## src/rtl/hazard_ctrl.sv

```systemverilog
// hazard_ctrl: pipeline forwarding, load-use/branch hazard control and data-memory wait supervision.
module hazard_ctrl #(
    parameter logic [3:0] MAX_WAIT = 4'd15
) (
    input  logic        clk,
    input  logic        rst,
    input  logic [2:0]  id_rs,
    input  logic [2:0]  id_rt,
    input  logic        id_rs_v,
    input  logic        id_rt_v,
    input  logic [2:0]  ex_rs,
    input  logic [2:0]  ex_rt,
    input  logic        ex_rs_v,
    input  logic        ex_rt_v,
    input  logic [2:0]  ex_rd,
    input  logic        ex_regwrt,
    input  logic        ex_memread,
    input  logic [2:0]  mem_rd,
    input  logic        mem_regwrt,
    input  logic        mem_memread,
    input  logic [2:0]  wb_rd,
    input  logic        wb_regwrt,
    input  logic        pcsrc,
    input  logic        dmem_stall,
    output logic [1:0]  forward_A,
    output logic [1:0]  forward_B,
    output logic        stall_pc,
    output logic        stall_ifid,
    output logic        bubble_idex,
    output logic        flush_ifid,
    output logic        freeze_all,
    output logic        timeout_err,
    output logic [15:0] stall_cnt,
    output logic [15:0] flush_cnt
);
    localparam logic [1:0] RUN      = 2'd0;
    localparam logic [1:0] MEM_WAIT = 2'd1;
    localparam logic [1:0] TIMEOUT  = 2'd2;

    logic [1:0] state;
    logic [3:0] wait_cnt;
    logic       load_use;
    logic [1:0] fwd_a;
    logic [1:0] fwd_b;

    assign load_use = ex_memread & ex_regwrt &
                      ((id_rs_v & (id_rs == ex_rd)) | (id_rt_v & (id_rt == ex_rd)));
    // A load in memory stage has no ALU result worth forwarding, so it falls through to writeback.
    assign fwd_a = (ex_rs_v & mem_regwrt & ~mem_memread & (mem_rd == ex_rs)) ? 2'b10 :
                   (ex_rs_v & wb_regwrt & (wb_rd == ex_rs)) ? 2'b01 : 2'b00;
    assign fwd_b = (ex_rt_v & mem_regwrt & ~mem_memread & (mem_rd == ex_rt)) ? 2'b10 :
                   (ex_rt_v & wb_regwrt & (wb_rd == ex_rt)) ? 2'b01 : 2'b00;

    always_comb begin
        forward_A   = 2'b00;
        forward_B   = 2'b00;
        stall_pc    = 1'b0;
        stall_ifid  = 1'b0;
        bubble_idex = 1'b0;
        flush_ifid  = 1'b0;
        freeze_all  = 1'b0;
        if (!rst) begin
            if (state == TIMEOUT) begin
                {freeze_all, stall_pc, stall_ifid} = 3'b111;
            end else begin
                forward_A = fwd_a;
                forward_B = fwd_b;
                if (dmem_stall)
                    {freeze_all, stall_pc, stall_ifid} = 3'b111;
                else if (pcsrc)
                    {flush_ifid, bubble_idex} = 2'b11;
                else if (load_use)
                    {stall_pc, stall_ifid, bubble_idex} = 3'b111;
            end
        end
    end

    always_ff @(posedge clk) begin
        if (rst) begin
            state       <= RUN;
            wait_cnt    <= 4'd0;
            timeout_err <= 1'b0;
            stall_cnt   <= 16'd0;
            flush_cnt   <= 16'd0;
        end else begin
            case (state)
                RUN: begin
                    if (dmem_stall) begin
                        state    <= MEM_WAIT;
                        wait_cnt <= 4'd1;
                    end
                end
                MEM_WAIT: begin
                    if (!dmem_stall) begin
                        state    <= RUN;
                        wait_cnt <= 4'd0;
                    end else if (wait_cnt == MAX_WAIT) begin
                        state       <= TIMEOUT;
                        timeout_err <= 1'b1;
                    end else begin
                        wait_cnt <= wait_cnt + 4'd1;
                    end
                end
                TIMEOUT: ;
                default: state <= RUN;
            endcase
            if (stall_pc && stall_cnt != 16'hFFFF)
                stall_cnt <= stall_cnt + 16'd1;
            if (flush_ifid && flush_cnt != 16'hFFFF)
                flush_cnt <= flush_cnt + 16'd1;
        end
    end
endmodule

```

## config.mk

```make
export PLATFORM = sky130hd
export DESIGN_NAME = hazard_ctrl
export DESIGN_NICKNAME = d
export VERILOG_FILES = /design/src/rtl/hazard_ctrl.sv
export SDC_FILE = /design/constraint.sdc
export NUM_CORES = 1
export LEC_CHECK = 0
export BUFFER_PORTS_ARGS = -buffer_cell sky130_fd_sc_hd__clkbuf_2
export CAP_MARGIN = 20
export CORE_UTILIZATION = 52
export CTS_BUF_LIST = sky130_fd_sc_hd__clkbuf_4 sky130_fd_sc_hd__clkbuf_8
export CTS_CLUSTER_SIZE = 20
export DETAILED_ROUTE_END_ITERATION = 8
export PLACE_DENSITY = 0.82
export SLEW_MARGIN = 40
export SYNTH_ARGS = -nofsm -noshare
export SYNTH_HDL_FRONTEND = slang
export SYNTH_SLANG_ARGS = --single-unit
```

## constraint.sdc

```tcl
create_clock -name clk -period 2.2 [get_ports clk]
set_clock_uncertainty 0.2 [all_clocks]
set_input_delay 0.22 -clock clk [delete_from_list [all_inputs] [get_ports clk]]
set_output_delay 0.22 -clock clk [all_outputs]
set_load 0.01 [all_outputs]
```

; ---- Word level (Yosys, flattened, before mapping)
; Cells that the tools add are included.
; Widths: inputs -> output; s select.
[op_classes]
addsub = 3
multipliers = 0
div_mod_pow = 0
magnitude_cmp = 0
n_eq_ne = 14
shift = 0
n_mux = 32
bitwise_logic = 17
reduce_logical = 7
[ops]
columns = operator, n
row1 = $add 16x1->16 const B, 2
row2 = $ne 16x16->1 const B, 2
row3 = $eq 3x3->1, 6
row4 = $mux 1, 18
row5 = $mux 2, 9
row6 = $and 1x1->1, 14
row7 = $mux 4, 3
row8 = $reduce_and 3->1, 3
row9 = $pmux 4 s2, 1
row10 = $ne 3x3->1 const B, 2
row11 = $pmux 2 s3, 1
row12 = $add 4x1->4 const B, 1
row13 = $eq 4x4->1 const B, 1
row14 = $eq 2x1->1 const B, 1
row15 = $eq 2x2->1 const B, 1
row16 = $logic_and 1x1->1, 2
row17 = $logic_not 2->1, 1
row18 = $ne 2x2->1 const B, 1
row19 = $not 1->1, 2
row20 = $reduce_bool 2->1, 1
row21 = $or 1x1->1, 1
[word_totals]
ff_bits = 39
latch_bits = 0
ramBits = 0
rom_bits = 0
inputBits = 34
out_inout_bits = 42
elab_cells = 78
mem_count = 0

; ---- Depth between registers and ports, before layout
; Gate-level depths: netlist of the first run.
[depth]
depth_word = 10
ltp_mapped = 7
mapped_depth_nobuf = 6

; ---- Least setup slack after synthesis of the first run
; OpenSTA, ideal clock, no wires.
[synth_path]
path_kind = register -> register
startpoint = reg stall_cnt[8]
endpoint = reg stall_cnt[7]
setup_ns = 0.123
arrival_ns = 1.677
t_required_ns = 1.877
slack_ns = 0.200
path_stages_with_launch = 7
path_buffers = 1
synth_period_minus_slack_ns = 2.000
cell_sequence = dfxtp_1 > and4_4 > and3_2 > a32o_2 > buf_6 > nor3_1 > mux2_1
[synth_via]
elab_chain_len = 2
[synth_rtl]
columns = item, line
row1 = "start, declared", 33  ; output logic [15:0] stall_cnt,
row2 = "start signal, assigned", 108  ; stall_cnt <= stall_cnt + 16'd1;
row3 = $ne 16x16->1, 107  ; if (stall_pc && stall_cnt != 16'hFFFF)
row4 = $logic_and 1x1->1, 107
; No other way between the ends.
; A chain may end at the register's enable or synchronous reset.

; ---- Worst setup path in the final report of the first run
[layout_path]
startpoint = reg stall_cnt[0]
endpoint = reg stall_cnt[14]
[layout_via]
elab_chain_len = 2
elab_cells_between_ends = 3
cone_classes = add/sub: 1 / eq/ne: 1 / reduce/logical: 1
[layout_rtl]
columns = item
row1 = "parallel branches: the longest is 2 deep, another holds $add 16x1->16"
; Several ways; the timed one is not identified.

==> impl_metrics.tcl, run 1 <==
set metrics [dict create \
    setup.worst_path.start_class "flip-flop" \
    clock_period_minus_final_worst_setup_slack_ns 2.08 \
    detailed_place_hpwl_um 4330 \
    synthCells 273 \
    die_height_um 68.5 \
    clock_sinks 39 \
    synth-edff-count 0 \
    required_ns 2.18 \
    number_of_global_route_vias_before_repair 2219 \
    placement_rows 23 \
    holdBufCountCts 0 \
    final_cycle_utilization_of_the_critical_path_pct 94.5 \
    cts_tree "done" \
    max_freq_ghz 0.481 \
    postLayoutCellArea_sq_mm 0.00286 \
    route.final.wire_length_um 5720 \
    fp.dieArea_sq_mm 0.00469 \
    synth.top_cells.by_area "dfxtp_1, xnor2_1, nor2_1" \
    via_cell_ratio 5.76 \
    post_cts_sizing 0 \
    antenna_cells 0 \
    cp-end-kind "flip-flop" \
    design_power_total_mw 1.49 \
    synthMostInstantiatedCell "dfxtp_1" \
    flow.area_growth_from_synthesis_pct 24.5 \
    post_dp_cell_area_sq_mm 0.00274 \
    proportion_of_layout_cells_with_a_drive_suffix_above_1_pct 29.4 \
    clock_tree.root_cell "clkbuf_8" \
    hp-class "in2reg" \
    unrepaired_setup_endpoints_after_global_routing "no" \
    synth_common_cells "dfxtp_1, nor2_1, xnor2_1" \
    final-seq-area_sq_um 781 \
    layout.filler_cells 344 \
    grtUsageTotal_pct 26.5 \
    fin_util_pct 69.6 \
    fp.dieW_um 68.5 \
    cp_data_arrival_time_ns 2.06 \
    design.portCount 76 \
    ys_async_sr_fraction_pct 0 \
    netlist.area_leader.share_pct 33.9 \
    io_buffers 75 \
    placement.setup.worst_slack_ns 0.122 \
    drt-wirelength-per-cell_um 14.2 \
    timing.setup.critical_path_class "reg2reg" \
    outcome "finished, final reports clean" \
    worst-path-max-fanout 8 \
    multi_input_comb_area_sq_mm 0.00142 \
    h-tree-depth 2 \
    place.gp.congestion 0.877 \
    design.final.nets 391 \
    cts_made_buffers 5 \
    grt_max_degree 18 \
    ant_nets 0 \
    max_slew.worst_pin.slew_ns 0.495 \
    synth.lib_cells_used.distinct 52 \
    detail_route.drc_violations 0 \
    powerDensity_mw_per_mm2 522 \
    antenna_violations_before_repair 0 \
    design.core.area_sq_mm 0.00412 \
    routed-via-count 2328 \
    finalSetupTns_ns 0 \
    final_hold_viol_count 0 \
    rel_slew_slack_pct 66.7 \
    drt-initial-drc-count 172 \
    synth.ff_latch_count 39 \
    global_route_wire_length_before_repair_um 9270 \
    fin_ws_ns 0.122 \
    count_of_warnings_emitted_by_yosys 0 \
    setup-violations-final 0 \
    clk_latency_ns 0.30 \
    worst_ir_drop_vdd_uv 320 \
    floorplan.initialDensity_pct 55.9 \
    synth.yosys.seq_area_share_pct 33.9 \
    drtPass1Iterations 4 \
    globalRoute.totalOverflow 0 \
    synthesized_netlist_net_count 310 \
    cts.reportedPaths.clkPinSlew_ns 0.08 \
    average_cell_area_after_synthesis_sq_um 8.42 \
    clock_tree.buffer_depth 2 \
    drv_cap 0 \
    leak_pwr_nw 1.24 \
    yosysTopAreaCell "dfxtp_1" \
    synthesis.area_sq_mm 0.00230 \
    drv_slew 0 \
    dominantRegCellSynth "dfxtp_1" \
]
## sequential cells by signal, indices dropped and copies added, names as in the netlist
signal	cells
timeout_err	1
flush_cnt	16
wait_cnt	4
stall_cnt	16
state	2
## power breakdown
group	switching (mW)	total, mW	internal (mW)
clock network	0.248	0.593	0.345
logic	0.0998	0.184	0.0845
registers	0.00654	0.718	0.711
## metal layers
metal | global-route usage [%] | vias up | routed length [um] | share of wire (%)
li1 | - | 1151 | - | -
met1 | 30.4 | 1071 | 2400 | 42
met2 | 45.1 | 91 | 2820 | 49
met3 | 7.57 | 15 | 379 | 6.6
met4 | 12.2 | 0 | 123 | 2.2
met5 | 0 | - | 0 | 0
## worst paths after layout
| kind | start | cells past startpoint | slack (ns) | to |
|---|---|---|---|---|
| worst max-delay path | stall_cnt[0]$_SDFFE_PP0P_ | 6 | 0.12 | stall_cnt[14]$_SDFFE_PP0P_ |
| worst min-delay path | rst | 2 | 0.008 | stall_cnt[0]$_SDFFE_PP0P_ |
| worst max register to register | stall_cnt[0]$_SDFFE_PP0P_ | 6 | 0.12 | stall_cnt[14]$_SDFFE_PP0P_ |
| worst min register to register | timeout_err$_SDFFE_PP0P_ | 2 | 0.27 | timeout_err$_SDFFE_PP0P_ |
## what timing repair did
item                                   in CTS  in global routing
setup endpoints to repair                   0                  2
setup buffers                               0                  2
endpoints found under the hold margin       0                  0
## cell type report
| type | count | share of cell area (%) |
|---|---|---|
| inverters | 7 | 1.40 |
| repair buffers | 85 | 15.7 |
| clock buffers | 6 | 2.66 |
| multi-input cells | 216 | 49.7 |
| well taps | 50 | 2.18 |
| clock inverters | 1 | 1.05 |
| flip-flops and latches | 39 | 27.3 |
## per-stage QoR
step                      instances  hold slack, ns
after floorplan                 273           0.162
after global placement          395           0.251
after detailed placement        395           0.259
after CTS                       402         0.00413
after global routing            404          0.0241
final                           404         0.00806
## cell usage in the layout (no fill, tap or decap), types with 2 or more instances in the layout
cell type / Yosys / final
ha_1: 3 / 3
a31oi_1: 2 / 2
clkbuf_8: 0 / 5
mux2i_1: 8 / 8
dfxtp_1: 39 / 39
clkbuf_2: 0 / 75
a21oi_1: 11 / 11
nor4_1: 5 / 5
nand3_1: 17 / 17
and4_4: 2 / 2
and4_1: 8 / 8
buf_4: 1 / 10
inv_1: 6 / 6
xor2_1: 8 / 8
nor2b_1: 6 / 6
nand2b_1: 3 / 3
nand4b_1: 2 / 2
o211ai_1: 2 / 2
nor2_1: 27 / 27
nand4_1: 13 / 13
nand2_1: 20 / 20
xnor2_1: 22 / 22
and2_1: 5 / 5
nor3_1: 16 / 16
o21ai_0: 2 / 2
a211oi_1: 2 / 2
o21ai_1: 3 / 3
mux2_1: 4 / 4
and3_1: 4 / 4
## critical path, stage by stage (launching register included)
cell and delay, ns:
dfxtp_1 0.37, ha_1 0.28, and2_4 0.18, a32o_2 0.32, buf_4 0.15, o41ai_1 0.35, a21oi_1 0.11
## cells by family after synthesis
logic type	synth area share (%)
compound gates	10.3
xor+xnor	11.4
fa+ha+maj	1.63
buf+inv	4.14
flops	33.9
mux	5.44
simple gates	33.1
Note: power is estimated with default switching activity, not from simulation.
==> run 2: changes to the inputs <==
- RECOVER_POWER: unset -> 25
==> impl_metrics.tcl, run 2 (synthesis gave the netlist of run 1 again) <==
set metrics [dict create \
    outcome "finished, final reports clean" \
    detailed_place_hpwl_um 4330 \
    cts_made_buffers 5 \
    cp_data_arrival_time_ns 2.06 \
    route.final.wire_length_um 5760 \
    sequentialPowerShare_pct 48.1 \
    antenna_cells 0 \
    reg2regPathDepth 5 \
    layout.cells.non_filler 404 \
    die_height_um 68.5 \
    postLayoutCellArea_sq_mm 0.00284 \
    timing.reg2reg.setup_slack_ns 0.12 \
    fin_util_pct 69.0 \
    floorplan.initialDensity_pct 55.9 \
    rel_slew_slack_pct 66.9 \
    globalRoute.totalOverflow 0 \
    fp.dieW_um 68.5 \
    final-seq-area_sq_um 781 \
    via_cell_ratio 5.75 \
    grtUsageTotal_pct 26.5 \
    design_power_total_mw 1.49 \
    clock_tree.buffer_depth 2 \
    leak_pwr_nw 1.17 \
    global_route_wire_length_before_repair_um 9270 \
    comb_power_share_pct 12.3 \
    placement_rows 23 \
    place.detailed.instances 395 \
    flow.area_growth_from_synthesis_pct 23.4 \
    drt-initial-drc-count 153 \
    design.core.area_sq_mm 0.00412 \
    intPower_mw 1.14 \
    crit_path_start "stall_cnt[0]$_SDFFE_PP0P_" \
    proportion_of_layout_cells_with_a_drive_suffix_above_1_pct 23.7 \
    hold-worst-slack_ns 0.00720 \
    detail_route.drc_violations 0 \
    worst-path-max-fanout 8 \
    drtPass1Iterations 5 \
    finalSetupTns_ns 0 \
    timing.critical_path.to "stall_cnt[15]$_SDFFE_PP0P_" \
    drv_cap 0 \
    powerDensity_mw_per_mm2 526 \
    holdBufCountCts 0 \
    max_freq_ghz 0.481 \
    design.final.nets 391 \
    clock_sinks 39 \
    post_cts_repair_setup_buffers 0 \
    drt-wirelength-per-cell_um 14.2 \
    required_ns 2.18 \
    routed-via-count 2325 \
    hp-class "in2reg" \
    clock_power_share_pct 39.6 \
    timing.rr.end "stall_cnt[15]$_SDFFE_PP0P_" \
    fp.dieArea_sq_mm 0.00469 \
    placement.setup.worst_slack_ns 0.122 \
    layout.filler_cells 356 \
    switching_power_mw 0.353 \
    clock_period_minus_final_worst_setup_slack_ns 2.08 \
    drv_slew 0 \
    cts.reportedPaths.clkPinSlew_ns 0.08 \
    multi_input_comb_area_sq_mm 0.00142 \
    design.portCount 76 \
    clk_latency_ns 0.30 \
    antenna_violations_before_repair 0 \
    cp-end-kind "flip-flop" \
    switching_share_pct 23.6 \
    post_cts_sizing 0 \
    ant_nets 0 \
    clock_tree.root_cell "clkbuf_8" \
    worst_ir_drop_vdd_uv 321 \
    post_dp_cell_area_sq_mm 0.00274 \
    io_buffers 75 \
    setup.worst_path.start_class "flip-flop" \
    setup-violations-final 0 \
    reg_top3 "flush_cnt x16, stall_cnt x16, wait_cnt x4" \
    max_slew.worst_pin.slew_ns 0.494 \
    cts_tree "done" \
    final_cell_mix "clkbuf_2, dfxtp_1, nor2_1" \
    fin_ws_ns 0.119 \
    worst_r2r_startpoint "stall_cnt[0]$_SDFFE_PP0P_" \
    timing.setup.critical_path_class "reg2reg" \
    place.gp.congestion 0.877 \
    grt_max_degree 18 \
    final_cycle_utilization_of_the_critical_path_pct 94.6 \
    h-tree-depth 2 \
    unrepaired_setup_endpoints_after_global_routing "no" \
    layout_commonest_cell "clkbuf_2" \
    final_hold_viol_count 0 \
    number_of_global_route_vias_before_repair 2219 \
]
[run 2: changes by cell type in the layout (fill, tap and decap cells not counted)]
| cell | previous run | this run |
|---|---|---|
| clkbuf_1 | 0 | 20 |
| clkbuf_2 | 75 | 55 |
[run 2: how the worst min path moves through the flow]
stage | slack (ns) | depth (start not counted) | endpoint | start
global placement | 0.25 | 2 | timeout_err$_SDFFE_PP0P_ | timeout_err$_SDFFE_PP0P_
finish | 0.007 | 2 | stall_cnt[0]$_SDFFE_PP0P_ | rst
CTS | 0.004 | 2 | stall_cnt[13]$_SDFFE_PP0P_ | rst
detailed placement | 0.26 | 2 | timeout_err$_SDFFE_PP0P_ | timeout_err$_SDFFE_PP0P_
global route | 0.02 | 2 | stall_cnt[0]$_SDFFE_PP0P_ | rst
floorplan | 0.16 | 2 | state[0]$_SDFFE_PP0P_ | dmem_stall
[run 2: worst max-delay path: stages (launching register included)]
cell,delay [ns]
dfxtp_1,0.37
ha_1,0.28
and2_4,0.18
a32o_2,0.32
nor3_1,0.26
mux2_1,0.34
[run 2: power groups by stage]
stage	logic [mW]	registers, mW	clock network (mW)
finish	0.184	0.718	0.591
global route	0.206	0.718	0.627
CTS	0.181	0.717	0.600
detailed placement	0.180	0.734	0
global placement	0.175	0.733	0
floorplan	0.102	0.734	0
[run 2: final cells by class]
class	count	share of cell area (%)
tap	50	2.20
clock buffer	6	2.69
inverter	7	1.41
sequential	39	27.5
multi-input combinational	216	50.2
clock inverter	1	1.06
timing repair buffer	85	15.0
[run 2: metal layers]
layer	up-vias	track usage [%]	wire length (um)
met5	-	0	0
met2	91	45.1	2860
met3	13	7.57	387
met4	0	12.2	107
met1	1067	30.4	2400
li1	1154	-	-
